### src/rtl/alu_pkg.sv
// Shared opcode encodings and FSM state type for the sequential ALU.
package alu_pkg;

  localparam logic [3:0] OP_NOP = 4'h0;
  localparam logic [3:0] OP_ADD = 4'h3;
  localparam logic [3:0] OP_DIV = 4'h4;
  localparam logic [3:0] OP_SUB = 4'h6;
  localparam logic [3:0] OP_MUL = 4'h7;

  typedef enum logic [1:0] {
    IDLE    = 2'd0,
    DIV_RUN = 2'd1,
    DONE    = 2'd2
  } state_e;

endpackage

### src/rtl/alu_div_seq.sv
// Restoring unsigned divider, one quotient bit per cycle. The first bit is
// resolved on the start cycle, so done pulses WIDTH-1 cycles after start.
module alu_div_seq #(
  parameter int unsigned WIDTH = 8
) (
  input  logic             clk,
  input  logic             rst,
  input  logic             start,
  input  logic [WIDTH-1:0] dividend,
  input  logic [WIDTH-1:0] divisor,
  output logic             busy,
  output logic             done,
  output logic [WIDTH-1:0] quotient,
  output logic [WIDTH-1:0] remainder
);

  localparam int unsigned CW = $clog2(WIDTH + 1);

  logic [WIDTH-1:0] rem_q, rem_d;
  logic [WIDTH-1:0] quo_q, quo_d;
  logic [WIDTH-1:0] dsr_q, dsr_d;
  logic [CW-1:0]    cnt_q, cnt_d;
  logic             busy_q, busy_d;
  logic             done_q, done_d;

  logic [WIDTH-1:0] src_rem;
  logic [WIDTH-1:0] src_quo;
  logic [WIDTH-1:0] src_dsr;
  logic [WIDTH:0]   rem_sh;
  logic [WIDTH:0]   trial;

  // One restoring step on either the freshly loaded operands or the running state
  always_comb begin
    src_rem = start ? '0 : rem_q;
    src_quo = start ? dividend : quo_q;
    src_dsr = start ? divisor : dsr_q;
    rem_sh  = {src_rem, src_quo[WIDTH-1]};
    trial   = rem_sh - {1'b0, src_dsr};
  end

  always_comb begin
    rem_d  = rem_q;
    quo_d  = quo_q;
    dsr_d  = dsr_q;
    cnt_d  = cnt_q;
    busy_d = busy_q;
    done_d = 1'b0;
    if (start || busy_q) begin
      dsr_d = src_dsr;
      if (!trial[WIDTH]) begin
        rem_d = trial[WIDTH-1:0];
        quo_d = {src_quo[WIDTH-2:0], 1'b1};
      end else begin
        rem_d = rem_sh[WIDTH-1:0];
        quo_d = {src_quo[WIDTH-2:0], 1'b0};
      end
      if (start) begin
        cnt_d  = CW'(WIDTH - 1);
        busy_d = 1'b1;
      end else begin
        cnt_d = cnt_q - CW'(1);
        if (cnt_q == CW'(1)) begin
          busy_d = 1'b0;
          done_d = 1'b1;
        end
      end
    end
  end

  always_ff @(posedge clk) begin
    if (rst) begin
      rem_q  <= '0;
      quo_q  <= '0;
      dsr_q  <= '0;
      cnt_q  <= '0;
      busy_q <= 1'b0;
      done_q <= 1'b0;
    end else begin
      rem_q  <= rem_d;
      quo_q  <= quo_d;
      dsr_q  <= dsr_d;
      cnt_q  <= cnt_d;
      busy_q <= busy_d;
      done_q <= done_d;
    end
  end

  assign busy      = busy_q;
  assign done      = done_q;
  assign quotient  = quo_q;
  assign remainder = rem_q;

endmodule

### src/rtl/alu_seq.sv
// Sequential unsigned ALU: single-cycle ADD/SUB/MUL, iterative DIV, with a
// valid/ready handshake on both the operation and the result side.
module alu_seq
  import alu_pkg::*;
#(
  parameter int unsigned WIDTH = 8
) (
  input  logic             clk,
  input  logic             rst,
  input  logic             in_valid,
  output logic             in_ready,
  input  logic [WIDTH-1:0] A,
  input  logic [WIDTH-1:0] B,
  input  logic [3:0]       sel,
  output logic             out_valid,
  input  logic             out_ready,
  output logic [WIDTH-1:0] Res1,
  output logic [WIDTH-1:0] Res2,
  output logic             cout,
  output logic             zero,
  output logic             dbz
);

  localparam int unsigned PW = 2 * WIDTH;

  state_e           state_q, state_d;
  logic [WIDTH-1:0] res1_q, res1_d;
  logic [WIDTH-1:0] res2_q, res2_d;
  logic             cout_q, cout_d;
  logic             zero_q, zero_d;
  logic             dbz_q, dbz_d;
  logic             out_valid_q, out_valid_d;
  logic             in_ready_q, in_ready_d;

  logic             accept;
  logic             div_start;
  logic             div_busy;
  logic             div_done;
  logic [WIDTH-1:0] div_quo;
  logic [WIDTH-1:0] div_rem;
  logic [WIDTH:0]   sum;
  logic [WIDTH-1:0] diff;
  logic [PW-1:0]    prod;

  // Reset overrides the registered ready so nothing is taken while rst is high
  assign in_ready = in_ready_q && !rst;
  assign accept   = in_valid && in_ready;

  always_comb begin
    sum  = {1'b0, A} + {1'b0, B};
    diff = A - B;
    prod = PW'(A) * PW'(B);
  end

  always_comb begin
    state_d     = state_q;
    res1_d      = res1_q;
    res2_d      = res2_q;
    cout_d      = cout_q;
    zero_d      = zero_q;
    dbz_d       = dbz_q;
    out_valid_d = out_valid_q;
    div_start   = 1'b0;
    case (state_q)
      IDLE: begin
        if (accept) begin
          case (sel)
            OP_ADD: begin
              res1_d      = sum[WIDTH-1:0];
              res2_d      = '0;
              cout_d      = sum[WIDTH];
              zero_d      = (sum[WIDTH-1:0] == '0);
              dbz_d       = 1'b0;
              out_valid_d = 1'b1;
              state_d     = DONE;
            end
            OP_SUB: begin
              res1_d      = diff;
              res2_d      = '0;
              cout_d      = (A < B);
              zero_d      = (diff == '0);
              dbz_d       = 1'b0;
              out_valid_d = 1'b1;
              state_d     = DONE;
            end
            OP_MUL: begin
              res1_d      = prod[WIDTH-1:0];
              res2_d      = prod[PW-1:WIDTH];
              cout_d      = 1'b0;
              zero_d      = (prod == '0);
              dbz_d       = 1'b0;
              out_valid_d = 1'b1;
              state_d     = DONE;
            end
            OP_DIV: begin
              if (B == '0) begin
                res1_d      = '1;
                res2_d      = A;
                cout_d      = 1'b0;
                zero_d      = 1'b0;
                dbz_d       = 1'b1;
                out_valid_d = 1'b1;
                state_d     = DONE;
              end else begin
                div_start = 1'b1;
                state_d   = DIV_RUN;
              end
            end
            OP_NOP: begin
            end
            default: begin
            end
          endcase
        end
      end
      DIV_RUN: begin
        if (div_done && !div_busy) begin
          res1_d      = div_quo;
          res2_d      = div_rem;
          cout_d      = 1'b0;
          zero_d      = (div_quo == '0);
          dbz_d       = 1'b0;
          out_valid_d = 1'b1;
          state_d     = DONE;
        end
      end
      DONE: begin
        if (out_ready) begin
          out_valid_d = 1'b0;
          state_d     = IDLE;
        end
      end
      default: begin
        state_d     = IDLE;
        out_valid_d = 1'b0;
      end
    endcase
    in_ready_d = (state_d == IDLE);
  end

  always_ff @(posedge clk) begin
    if (rst) begin
      state_q     <= IDLE;
      res1_q      <= '0;
      res2_q      <= '0;
      cout_q      <= 1'b0;
      zero_q      <= 1'b0;
      dbz_q       <= 1'b0;
      out_valid_q <= 1'b0;
      in_ready_q  <= 1'b1;
    end else begin
      state_q     <= state_d;
      res1_q      <= res1_d;
      res2_q      <= res2_d;
      cout_q      <= cout_d;
      zero_q      <= zero_d;
      dbz_q       <= dbz_d;
      out_valid_q <= out_valid_d;
      in_ready_q  <= in_ready_d;
    end
  end

  // Operands are captured inside the divider at start
  alu_div_seq #(
    .WIDTH(WIDTH)
  ) u_div (
    .clk      (clk),
    .rst      (rst),
    .start    (div_start),
    .dividend (A),
    .divisor  (B),
    .busy     (div_busy),
    .done     (div_done),
    .quotient (div_quo),
    .remainder(div_rem)
  );

  assign out_valid = out_valid_q;
  assign Res1      = res1_q;
  assign Res2      = res2_q;
  assign cout      = cout_q;
  assign zero      = zero_q;
  assign dbz       = dbz_q;

endmodule

### config.mk
export PLATFORM = sky130hd
export DESIGN_NAME = alu_seq
export DESIGN_NICKNAME = d
export VERILOG_FILES = /design/src/rtl/alu_pkg.sv /design/src/rtl/alu_div_seq.sv /design/src/rtl/alu_seq.sv
export SDC_FILE = /design/constraint.sdc
export NUM_CORES = 1
export LEC_CHECK = 0
export ABC_CLOCK_PERIOD_IN_PS = 6250
export CORE_MARGIN = 3
export CORE_UTILIZATION = 45
export CTS_BUF_LIST = sky130_fd_sc_hd__clkbuf_8
export CTS_CLUSTER_SIZE = 14
export DETAILED_ROUTE_END_ITERATION = 16
export PLACE_DENSITY = 0.63
export REMOVE_ABC_BUFFERS = 1
export SETUP_SLACK_MARGIN = 0.4
export SYNTH_ARGS = -nofsm -noshare
export SYNTH_HDL_FRONTEND = slang
export SYNTH_HIERARCHICAL = 1
export SYNTH_SLANG_ARGS = --single-unit
export TNS_END_PERCENT = 20
### constraint.sdc
create_clock -name clk -period 6.25 [get_ports clk]
set_input_delay 0.9375 -clock clk [delete_from_list [all_inputs] [get_ports clk]]
set_output_delay 0.9375 -clock clk [all_outputs]
set_load 0.01 [all_outputs]
; ---- Word level (Yosys, flattened, before mapping)
; Cells that the tools add are included.
[totals]
word_cells = 105
output_inout_bits = 21
register_bits = 53
[classes]
muxes = 47
magnitude_cmp = 1
bitwise_logic = 1
add_sub_neg = 4
mul = 1
n_eq_ne = 14
n_reduce_logical = 23
[ops]
columns = op, count
row1 = $mux 8, 10
row2 = $logic_not 8->1, 4
row3 = $pmux 8 s2, 2
row4 = $pmux 8 s4, 1
row5 = $pmux 8 s3, 1
row6 = $reduce_and 5->1, 4
row7 = $mux 1, 18
row8 = $logic_not 16->1, 1
row9 = $mul 8x8->16, 1
row10 = $eq 4x3->1 const B, 3
row11 = $pmux 1 s2, 5
row12 = $add 8x8->9, 1
row13 = $sub 9x8->9, 1
row14 = $lt 8x8->1, 1
row15 = $mux 2, 4
row16 = $pmux 1 s4, 2
row17 = $sub 8x8->8, 1
row18 = $ne 2x2->1 const B, 3
row19 = $pmux 2 s3, 1
row20 = $reduce_or 3->1, 2
row21 = $ne 5x1->1 const B, 1
row22 = $eq 4x1->1 const B, 1
row23 = $eq 4x2->1 const B, 1
row24 = $logic_not 2->1, 2
row25 = 16 further kinds, 20

; ---- Longest topological paths before layout
; Gate-level depths: netlist of run 1.
[logic_depth]
word_depth = 8
depth_mapped = 20
mapped_depth_nobuf = 19

; ---- By module
; Netlist of run 1, hierarchy kept.
[modules_own_cells]
columns = module, n_inst, seq_area_each_um2, area_per_inst_um2, cells_per_inst
row1 = alu_seq, 1, 460.4, 4101.4, 510
row2 = alu_div_seq, 1, 600.6, 1682.9, 190

; ---- Worst setup path after synthesis of run 1
; OpenSTA, ideal clock, no wires.
[synth_path]
path_type = input to register
from = input port A[4]
to = register zero_q, in the netlist zero
path_slack_ns = 1.179
setup_time_ns = 0.087
t_arrival_ns = 4.984
cell_stages = 16
cell_sequence = ha_1 -> fa_1 -> fa_1 -> fa_1 -> inv_1 -> fa_1 -> inv_1 -> ha_1 -> nand3_1 -> o211ai_1 -> or3_1 -> a31o_1 -> a21oi_1 -> xnor2_1 -> or2_1 -> o31ai_1
[synth_via]
elab_chain_len = 5
[synth_lines]
columns = item, line_no
row1 = from (decl), alu_seq.sv:12  ; input logic [WIDTH-1:0] A,
row2 = $mul 8x8->16 (tied with other cells), alu_seq.sv:52  ; prod = PW'(A) * PW'(B);
row3 = $logic_not 16->1 (tied with other cells), alu_seq.sv:90  ; zero_d = (prod == '0);
row4 = $pmux 1 s4 (*), alu_seq.sv:67  ; case (sel)
row5 = $mux 1 (*), alu_seq.sv:66  ; if (accept) begin
row6 = $pmux 1 s2 (*), alu_seq.sv:64  ; case (state_q)
row7 = to (signal assigned), alu_seq.sv:156  ; zero_q <= zero_d;
row8 = to (decl), alu_seq.sv:30  ; logic zero_q, zero_d;
; Mark *: on every way between the ends. The rest lies on a longest branch, timed or not. The select of a mux whose other input is x is not followed.
; A chain may end at the register's enable or synchronous reset.

; ---- Worst setup path after layout of run 1
[layout_path]
from = input port B[6]
to = register res2_q[5], in the netlist Res2[5]
[layout_via]
elab_chain_len = 4
[layout_lines]
columns = item, line_no
row1 = from (decl), alu_seq.sv:13  ; input logic [WIDTH-1:0] B,
row2 = $mul 8x8->16, alu_seq.sv:52
row3 = $pmux 8 s3, alu_seq.sv:67
row4 = $mux 8, alu_seq.sv:66
row5 = $pmux 8 s2, alu_seq.sv:64
row6 = to (signal assigned), alu_seq.sv:154  ; res2_q <= res2_d;
row7 = to (decl), alu_seq.sv:28  ; logic [WIDTH-1:0] res2_q, res2_d;
; Several ways; a longest one is shown, not always the timed one. The select of a mux whose other input is x is not followed.

==> results.py, run 1 <==
metrics = {
    "run_status": {
        "outcome": "complete, no violations",
    },
    "sta": {
        "hold_viol": 0,
        "finClkSkew_ns": 0.0133,
        "slew_viol_final": 0,
        "clock.fmax_ghz": 0.177,
        "period_needed_ns": 5.64,
        "rsz0062_at_grt": "no",
        "period_share": 0.903,
        "layout_setup_ws_ns": 0.609,
        "slew_headroom": 0.219,
        "hold_ws_ns": 0.465,
        "setup_viol": 0,
        "worst_pin_slew_ns": 1.17,
    },
    "worst_setup_path": {
        "criticalPathCategory": "primary input to register",
        "ff2ff_setup_slack_ns": 2.35,
        "rr_endpoint": "u_div/remainder[0]",
        "cp.arrival_ns": 5.87,
        "end_kind": "register",
        "required_ns": 6.48,
        "startpoint": "B[6]",
        "cp_max_fo": 7,
        "critPathCapture": "Res2[5]",
        "r2r_cells": 15,
        "rr_startpoint": "state_q[0]",
        "worst_setup_path_start_kind": "primary input",
    },
    "global_routing": {
        "overflow": 0,
        "grt_pass1_vias": 4976,
        "antenna_found_initial": 0,
        "gr-usage-all-layers": 0.220,
        "grt_pass1_wl_um": 25500,
        "grt_max_degree": 55,
    },
    "logic_synthesis": {
        "ys_warn_count": 6,
        "synth_seq_cells": 53,
        "async_reset_ff_frac": 0,
        "synth_top_cell_by_area": "dfxtp_1",
        "synthesis.area_um2": 5780,
        "synth.distinct_cells": 69,
        "seq_area_frac_synth": 0.183,
        "synth_top_cell_area_share": 0.183,
        "synth_edf_count": 0,
        "synthTopCellsByArea": "dfxtp_1 (18%), fa_1 (13%), ha_1 (13%)",
        "synth.avg_cell_area_um2": 8.26,
        "ys.flop_type": "dfxtp_1",
        "synth_cells": 700,
    },
    "clock_network": {
        "ctsHtreeMaxLevel": 2,
        "post_cts_buffers": 0,
        "clk_latency_ns": 0.32,
        "cts_buffer_depth": 2,
        "cts_buffers": 5,
        "clkSinkCount": 53,
        "cts_tree": "built",
        "root_buffer": "clkbuf_8",
        "clk_pin_slew_ns": 0.10,
    },
    "layout": {
        "syn_to_final_growth_pct": 14.0,
        "antenna-diode-count": 0,
        "fillers": 1164,
        "design_area_um2": 6590,
        "layout.nets": 866,
        "drive_gt1_frac": 0.0701,
    },
    "detailed_routing": {
        "detail_route.wl_per_cell_um": 17.4,
        "ant_nets": 0,
        "firstDrtPassIters": 5,
        "drc": 0,
        "vias": 5161,
        "post_drt_via_cell_ratio": 5.67,
        "wirelength_um": 15800,
        "drt-initial-drc-count": 276,
    },
    "placement": {
        "place_worst_setup_slack_ns": 0.144,
        "port_buffers": 44,
        "place_area_um2": 6460,
        "place_congestion": 0.905,
        "dp_hpwl_um": 12700,
    },
    "pwr": {
        "power.leakage_nw": 2.86,
        "finalPower_mw": 1.33,
        "power_density_nw_per_um2": 202,
        "vdd_ir_drop_max_uv": 182,
    },
    "run": {
        "drv_cap": 0,
    },
    "hold_path": {
        "min_path_type": "register to register",
    },
    "die": {
        "core_um2": 12300,
        "die_h_um": 119,
        "start_util": 0.472,
        "die_width_um": 119,
        "io_pins": 45,
        "rows": 40,
        "fp.dieArea_um2": 14300,
    },
}
Yosys cell counts (4+ instances only):
| cell type | n |
|---|---|
| nor2b_1 | 17 |
| a221oi_1 | 7 |
| xor2_1 | 10 |
| a21oi_2 | 5 |
| dfxtp_1 | 53 |
| and2_1 | 38 |
| a31oi_1 | 4 |
| fa_1 | 39 |
| ha_1 | 62 |
| xnor2_1 | 20 |
| nor3b_1 | 4 |
| o221ai_1 | 4 |
| a211oi_1 | 11 |
| nand2b_1 | 5 |
| nor3_1 | 13 |
| nand2_1 | 39 |
| clkbuf_1 | 16 |
| o211ai_1 | 12 |
| nand3_1 | 12 |
| o21bai_1 | 5 |
| buf_1 | 6 |
| nor4_1 | 5 |
| o21ai_1 | 7 |
| and3_1 | 9 |
| nand3b_1 | 4 |
| a21oi_1 | 44 |
| o21a_1 | 5 |
| or4_1 | 4 |
| nor2_1 | 82 |
| inv_1 | 68 |
| mux2i_1 | 18 |
| o21ai_0 | 17 |
worst min-delay path by stage:
stage	depth (start not counted)	end	startpoint	slack (ns)
after floorplan	2	u_div/remainder[6]	u_div/remainder[6]	0.46
after global placement	2	Res1[1]	Res1[1]	0.44
after detailed placement	2	Res2[2]	Res2[2]	0.45
after CTS	2	Res2[2]	Res2[2]	0.46
after global routing	2	Res1[1]	Res1[1]	0.49
final	2	Res2[2]	Res2[2]	0.46
flip-flops by register name, summed over array words and instances, names as in the netlist:
signal	flops
u_div/remainder	8
Res2	8
zero	1
in_ready_q	1
u_div/quotient	8
Res1	8
dbz	1
state_q	2
out_valid	1
cout	1
u_div/cnt_q	4
u_div/done	1
u_div/dsr_q	8
u_div/busy	1
layout make-up:
| class | instances | area (um^2) | share of cell area |
|---|---|---|---|
| multi-input combinational | 551 | 4380 | 0.664 |
| sequential | 53 | 1060 | 0.161 |
| timing repair buffer | 60 | 593 | 0.0899 |
| inverter | 70 | 263 | 0.0398 |
| tap | 168 | 210 | 0.0319 |
| clock buffer | 5 | 68.8 | 0.0104 |
| clock inverter | 3 | 21.3 | 0.00323 |
layout by cell type (no fill, tap or decap), types with 18 or more instances in the layout:
| cell type | count |
|---|---|
| a21oi_1 | 44 |
| and2_1 | 38 |
| clkdlybuf4s50_1 | 33 |
| dfxtp_1 | 53 |
| fa_1 | 39 |
| ha_1 | 60 |
| inv_1 | 68 |
| mux2i_1 | 18 |
| nand2_1 | 39 |
| nor2_1 | 81 |
| xnor2_1 | 20 |
metal layers:
| metal | wire [um] | up-vias | GRT usage |
|---|---|---|---|
| met5 | 0 | - | 0 |
| met4 | 299 | 0 | 0.0537 |
| met3 | 737 | 19 | 0.0304 |
| met2 | 7220 | 142 | 0.347 |
| met1 | 7590 | 2487 | 0.318 |
| li1 | - | 2513 | - |
stage by stage:
stage          TNS (ns)  instances   util
2_1_floorplan    -0.856        674      -
3_3_place_gp          0        902  0.527
3_5_place_dp          0        902  0.527
4_1_cts               0        910  0.534
5_1_grt               0        910  0.538
6_report              0        910  0.538
critical path, stage by stage:
cell             delay, ns
clkdlybuf4s50_1       0.54
and2_1                0.24
fa_1                  0.48
fa_1                  0.52
fa_1                  0.54
inv_1                 0.05
fa_1                  0.53
inv_1                 0.04
ha_1                  0.24
or3_1                 0.42
o21bai_1              0.20
a31oi_2               0.25
o21bai_1              0.09
a21oi_1               0.18
xnor2_1               0.19
a221oi_1              0.13
a211oi_1              0.27
power by group:
part	total [mW]	switching, mW	internal [mW]	leakage (nW)
combinational	0.779	0.465	0.314	2.38
sequential	0.349	0.00524	0.344	0.428
clock	0.203	0.123	0.0798	0.0445
logic make-up (layout without fill, tap and decap cells):
logic type,Yosys count,in the layout,synth area share
simple gates,249,249,0.220
compound gates,149,149,0.178
fa+ha+maj,101,101,0.269
buf+inv,96,138,0.0653
flops,53,53,0.183
xor+xnor,30,30,0.0454
mux,22,22,0.0394
timing repair:
| item | 4_1_cts | 5_1_grt |
|---|---|---|
| endpoints found under the setup margin | 0 | 8 |
| gates resized for setup | 0 | 15 |
| hold buffers | 0 | 0 |
Power figures use the tool's default switching activity.
==> run 2, diff against run 1 <==
SLEW_MARGIN = 20   (was unset)
==> results.py, run 2 (synthesis results as in run 1) <==
metrics = {
    "run_status": {
        "outcome": "complete, no violations",
    },
    "worst_setup_path": {
        "cp_max_fo": 7,
        "criticalPathCategory": "primary input to register",
        "cp.arrival_ns": 5.88,
        "end_kind": "register",
        "worst_setup_path_start_kind": "primary input",
        "rr_startpoint": "state_q[0]",
        "r2r_cells": 15,
        "ff2ff_setup_slack_ns": 2.34,
        "critPathCapture": "Res2[5]",
        "required_ns": 6.49,
        "startpoint": "B[6]",
        "rr_endpoint": "u_div/remainder[0]",
    },
    "detailed_routing": {
        "drc": 0,
        "detail_route.wl_per_cell_um": 17.4,
        "ant_nets": 0,
        "wirelength_um": 15900,
        "firstDrtPassIters": 4,
        "post_drt_via_cell_ratio": 5.69,
        "vias": 5180,
        "drt-initial-drc-count": 305,
    },
    "clock_network": {
        "cts_tree": "built",
        "cts_buffer_depth": 2,
        "clkSinkCount": 53,
        "ctsHtreeMaxLevel": 2,
        "clk_latency_ns": 0.32,
        "root_buffer": "clkbuf_8",
        "clk_pin_slew_ns": 0.10,
        "cts_buffers": 5,
        "hold_buffers": 0,
    },
    "layout": {
        "mostFrequentLayoutCells": "nor2_1 (81), inv_1 (68), ha_1 (60), dfxtp_1 (53), a21oi_1 (44)",
        "layout.nets": 866,
        "antenna-diode-count": 0,
        "final_common_cell": "nor2_1",
        "layout.cells.non_filler": 910,
        "drive_gt1_frac": 0.0701,
        "syn_to_final_growth_pct": 14.1,
        "fin_util": 0.538,
        "design_area_um2": 6600,
        "fillers": 1163,
    },
    "global_routing": {
        "antenna_found_initial": 0,
        "grt_max_degree": 55,
        "overflow": 0,
        "gr-usage-all-layers": 0.220,
        "grt_pass1_wl_um": 25500,
        "grt_pass1_vias": 4976,
    },
    "sta": {
        "rsz0062_at_grt": "no",
        "slew_headroom": 0.227,
        "slew_viol_final": 0,
        "layout_setup_ws_ns": 0.609,
        "finClkSkew_ns": 0.0128,
        "period_needed_ns": 5.64,
        "hold_viol": 0,
        "setup_viol": 0,
        "setup_tns_ns": 0,
        "worst_pin_slew_ns": 1.16,
        "period_share": 0.903,
        "clock.fmax_ghz": 0.177,
    },
    "die": {
        "io_pins": 45,
        "die_h_um": 119,
        "fp.dieArea_um2": 14300,
        "rows": 40,
        "core_um2": 12300,
        "die_width_um": 119,
        "start_util": 0.472,
    },
    "hold_path": {
        "min_path_type": "register to register",
    },
    "placement": {
        "dp_hpwl_um": 12700,
        "place_worst_setup_slack_ns": 0.144,
        "placed_cells": 902,
        "place_congestion": 0.905,
        "place_area_um2": 6460,
        "port_buffers": 44,
    },
    "pwr": {
        "vdd_ir_drop_max_uv": 182,
        "power_density_nw_per_um2": 202,
        "power.leakage_nw": 2.86,
    },
    "run": {
        "drv_cap": 0,
    },
}
## run 2: changes by cell type in the layout (fill, tap and decap cells not counted)
cell and change:
a21oi_4 +1, a21oi_2 -1
## run 2: per-layer routing
layer	vias to the layer above	share of wire	global-route usage
met3	26	0.049	0.0304
met1	2493	0.48	0.318
li1	2508	-	-
met2	153	0.45	0.347
met4	0	0.021	0.0537
met5	-	0	0
## run 2: cell type report
cell class	count	area [um^2]	area share
Multi-Input combinational cell	551	4380	0.664
Clock buffer	5	68.8	0.0104
Sequential cell	53	1060	0.161
Timing Repair Buffer	60	593	0.0898
Inverter	70	263	0.0398
Clock inverter	3	21.3	0.00322
Tap cell	168	210	0.0318
## run 2: per-stage QoR
step	hold WS, ns	power [mW]
2_1_floorplan	0.462	0.897
3_5_place_dp	0.451	1.12
3_3_place_gp	0.443	1.11
6_report	0.465	1.33
5_1_grt	0.489	1.44
4_1_cts	0.465	1.33
## run 2: critical path: stages
cell             delay [ns]
clkdlybuf4s50_1        0.54
and2_1                 0.24
fa_1                   0.48
fa_1                   0.52
fa_1                   0.54
inv_1                  0.05
fa_1                   0.53
inv_1                  0.04
ha_1                   0.24
or3_1                  0.42
o21bai_1               0.20
a31oi_2                0.25
o21bai_1               0.09
a21oi_1                0.18
xnor2_1                0.19
a221oi_1               0.13
a211oi_1               0.28
## run 2: worst min-delay path by stage
stage / startpoint / end / cells past startpoint
finish: Res2[2] / Res2[2] / 2
floorplan: u_div/remainder[6] / u_div/remainder[6] / 2
global route: Res1[1] / Res1[1] / 2
CTS: Res2[2] / Res2[2] / 2
global placement: Res1[1] / Res1[1] / 2
detailed placement: Res2[2] / Res2[2] / 2
## run 2: repair_timing
item,4_1_cts,5_1_grt
setup endpoints to repair,0,8
endpoints found under the hold margin,0,0
gates resized for setup,0,15
buffers inserted,0,0
## run 2: report_power, final
part           internal, mW  switching (mW)
clock                0.0798           0.125
combinational         0.314           0.466
sequential            0.344         0.00524
==> run 3, diff against run 2 <==
ABC_CLOCK_PERIOD_IN_PS = 5900   (was 6250)
CORE_MARGIN = unset   (was 3)
clock period = 5.9 ns   (was 6.25 ns; I/O delays follow)
==> results.py, run 3 (synthesis results as in run 1) <==
metrics = {
    "worst_setup_path": {
        "rr_endpoint": "u_div/remainder[0]",
        "startpoint": "A[7]",
        "r2r_cells": 13,
        "worst_setup_path_start_kind": "primary input",
        "cpMostUsedCell": "fa_1",
        "cp_num_buf_inv": 3,
        "crit_slowest_cell": "fa_1",
        "path_cells": "clkdlybuf4s50_1 > and2_1 > fa_1 > fa_1 > fa_1 > inv_1 > fa_1 > inv_1 > ha_1 > or3_1 > o21bai_1 > a31oi_2 > o21bai_1 > a21oi_1 > xnor2_1 > or2_1 > o31ai_1",
        "rr_startpoint": "state_q[0]",
        "cp.arrival_ns": 5.42,
        "required_ns": 6.14,
        "criticalPathCategory": "primary input to register",
        "end_kind": "register",
        "cp.depth": 17,
        "critPathCapture": "zero",
        "critical-path-top-delay-family": "adder cells",
        "cp_max_fo": 2,
        "slowest_delay_ns": 0.56,
        "ff2ff_setup_slack_ns": 2.07,
    },
    "die": {
        "rows": 41,
        "io_pins": 45,
        "core_um2": 12600,
        "die_h_um": 115,
        "start_util": 0.460,
        "fp.dieArea_um2": 13300,
        "die_width_um": 115,
    },
    "run": {
        "drv_cap": 0,
    },
    "clock_network": {
        "clk_pin_slew_ns": 0.10,
        "clk_latency_ns": 0.32,
        "clkSinkCount": 53,
        "post_cts_buffers": 0,
        "cts_buffers": 5,
        "cts_tree": "built",
        "cts_buffer_depth": 2,
        "root_buffer": "clkbuf_8",
        "ctsHtreeMaxLevel": 2,
    },
    "sta": {
        "setup_viol": 0,
        "hold_viol": 0,
        "rsz0062_at_grt": "no",
        "slew_headroom": 0.307,
        "period_share": 0.877,
        "finClkSkew_ns": 0.0134,
        "clock.fmax_ghz": 0.193,
        "layout_setup_ws_ns": 0.726,
        "period_needed_ns": 5.17,
        "slew_viol_final": 0,
        "setup_tns_ns": 0,
        "worst_pin_slew_ns": 1.03,
    },
    "placement": {
        "dp_hpwl_um": 13200,
        "placed_cells": 922,
        "place_worst_setup_slack_ns": 0.0346,
        "port_buffers": 44,
        "place_area_um2": 6580,
        "place_congestion": 0.919,
    },
    "detailed_routing": {
        "post_drt_via_cell_ratio": 5.66,
        "vias": 5260,
        "ant_nets": 0,
        "wirelength_um": 16300,
        "firstDrtPassIters": 5,
        "drc": 0,
        "detail_route.wl_per_cell_um": 17.5,
        "drt-initial-drc-count": 365,
    },
    "layout": {
        "drive_gt1_frac": 0.0910,
        "layout.nets": 882,
        "final_common_cell": "nor2_1",
        "regArea_um2": 1060,
        "layout.cells.non_filler": 930,
        "multi_input_area_um2": 4380,
        "design_area_um2": 6720,
        "fin_util": 0.535,
        "antenna-diode-count": 0,
        "syn_to_final_growth_pct": 16.2,
        "fillers": 1185,
        "mostFrequentLayoutCells": "nor2_1 (81), inv_1 (68), ha_1 (60), dfxtp_1 (53), a21oi_1 (43)",
    },
    "global_routing": {
        "overflow": 0,
        "gr-usage-all-layers": 0.258,
        "antenna_found_initial": 0,
        "grt_pass1_vias": 5146,
        "grt_pass1_wl_um": 26700,
        "grt_max_degree": 55,
    },
    "pwr": {
        "power.leakage_nw": 2.96,
        "vdd_ir_drop_max_uv": 113,
        "power_density_nw_per_um2": 211,
    },
    "hold_path": {
        "min_path_type": "register to register",
    },
    "run_status": {
        "outcome": "complete, no violations",
    },
}
[run 3: changes by cell type in the layout (fill, tap and decap cells not counted), moves of 2 or more]
cell	change
dlymetal6s2s_1	+2
buf_4	+15
a21oi_2	+2
clkdlybuf4s50_1	-3
[run 3: timing repair]
action                                  in CTS  in global routing
hold buffers                                 0                  0
resized for setup                            1                 20
endpoints found under the setup margin       1                  9
[run 3: how the worst min path moves through the flow]
stage / cells past startpoint / to / startpoint
final: 2 / Res2[2] / Res2[2]
after global routing: 2 / Res2[2] / Res2[2]
after CTS: 2 / Res2[2] / Res2[2]
after detailed placement: 2 / dbz / dbz
after global placement: 2 / Res2[2] / Res2[2]
after floorplan: 2 / u_div/remainder[6] / u_div/remainder[6]
[run 3: metal layers]
layer	part of all wire	vias to the layer above	GRT usage
li1	-	2531	-
met1	0.47	2550	0.359
met2	0.46	159	0.429
met3	0.052	20	0.0290
met4	0.018	0	0.0597
met5	0	-	0
[run 3: cell type report]
type                    instances  share of cell area
repair buffers                 76               0.106
well taps                     172              0.0320
multi-input cells             551               0.651
clock buffers                   5              0.0102
clock inverters                 3             0.00372
flip-flops and latches         53               0.158
inverters                      70              0.0391
[run 3: stage by stage]
stage	power, mW	hold slack (ns)
floorplan	0.951	0.462
global placement	1.17	0.444
detailed placement	1.19	0.447
CTS	1.41	0.462
global route	1.53	0.471
finish	1.42	0.464
[run 3: report_power, final]
part | switching [mW] | total, mW | internal (mW) | leakage (nW)
Combinational | 0.471 | 0.828 | 0.357 | 2.48
Clock | 0.133 | 0.218 | 0.0860 | 0.0447
Sequential | 0.00566 | 0.370 | 0.364 | 0.428
Total | 0.610 | 1.42 | 0.806 | 2.96
[run 3: worst min-delay path: stages, from the launching register on]
cell and delay, ns:
dfxtp_1 0.32, nand2_1 0.05, a21oi_1 0.05
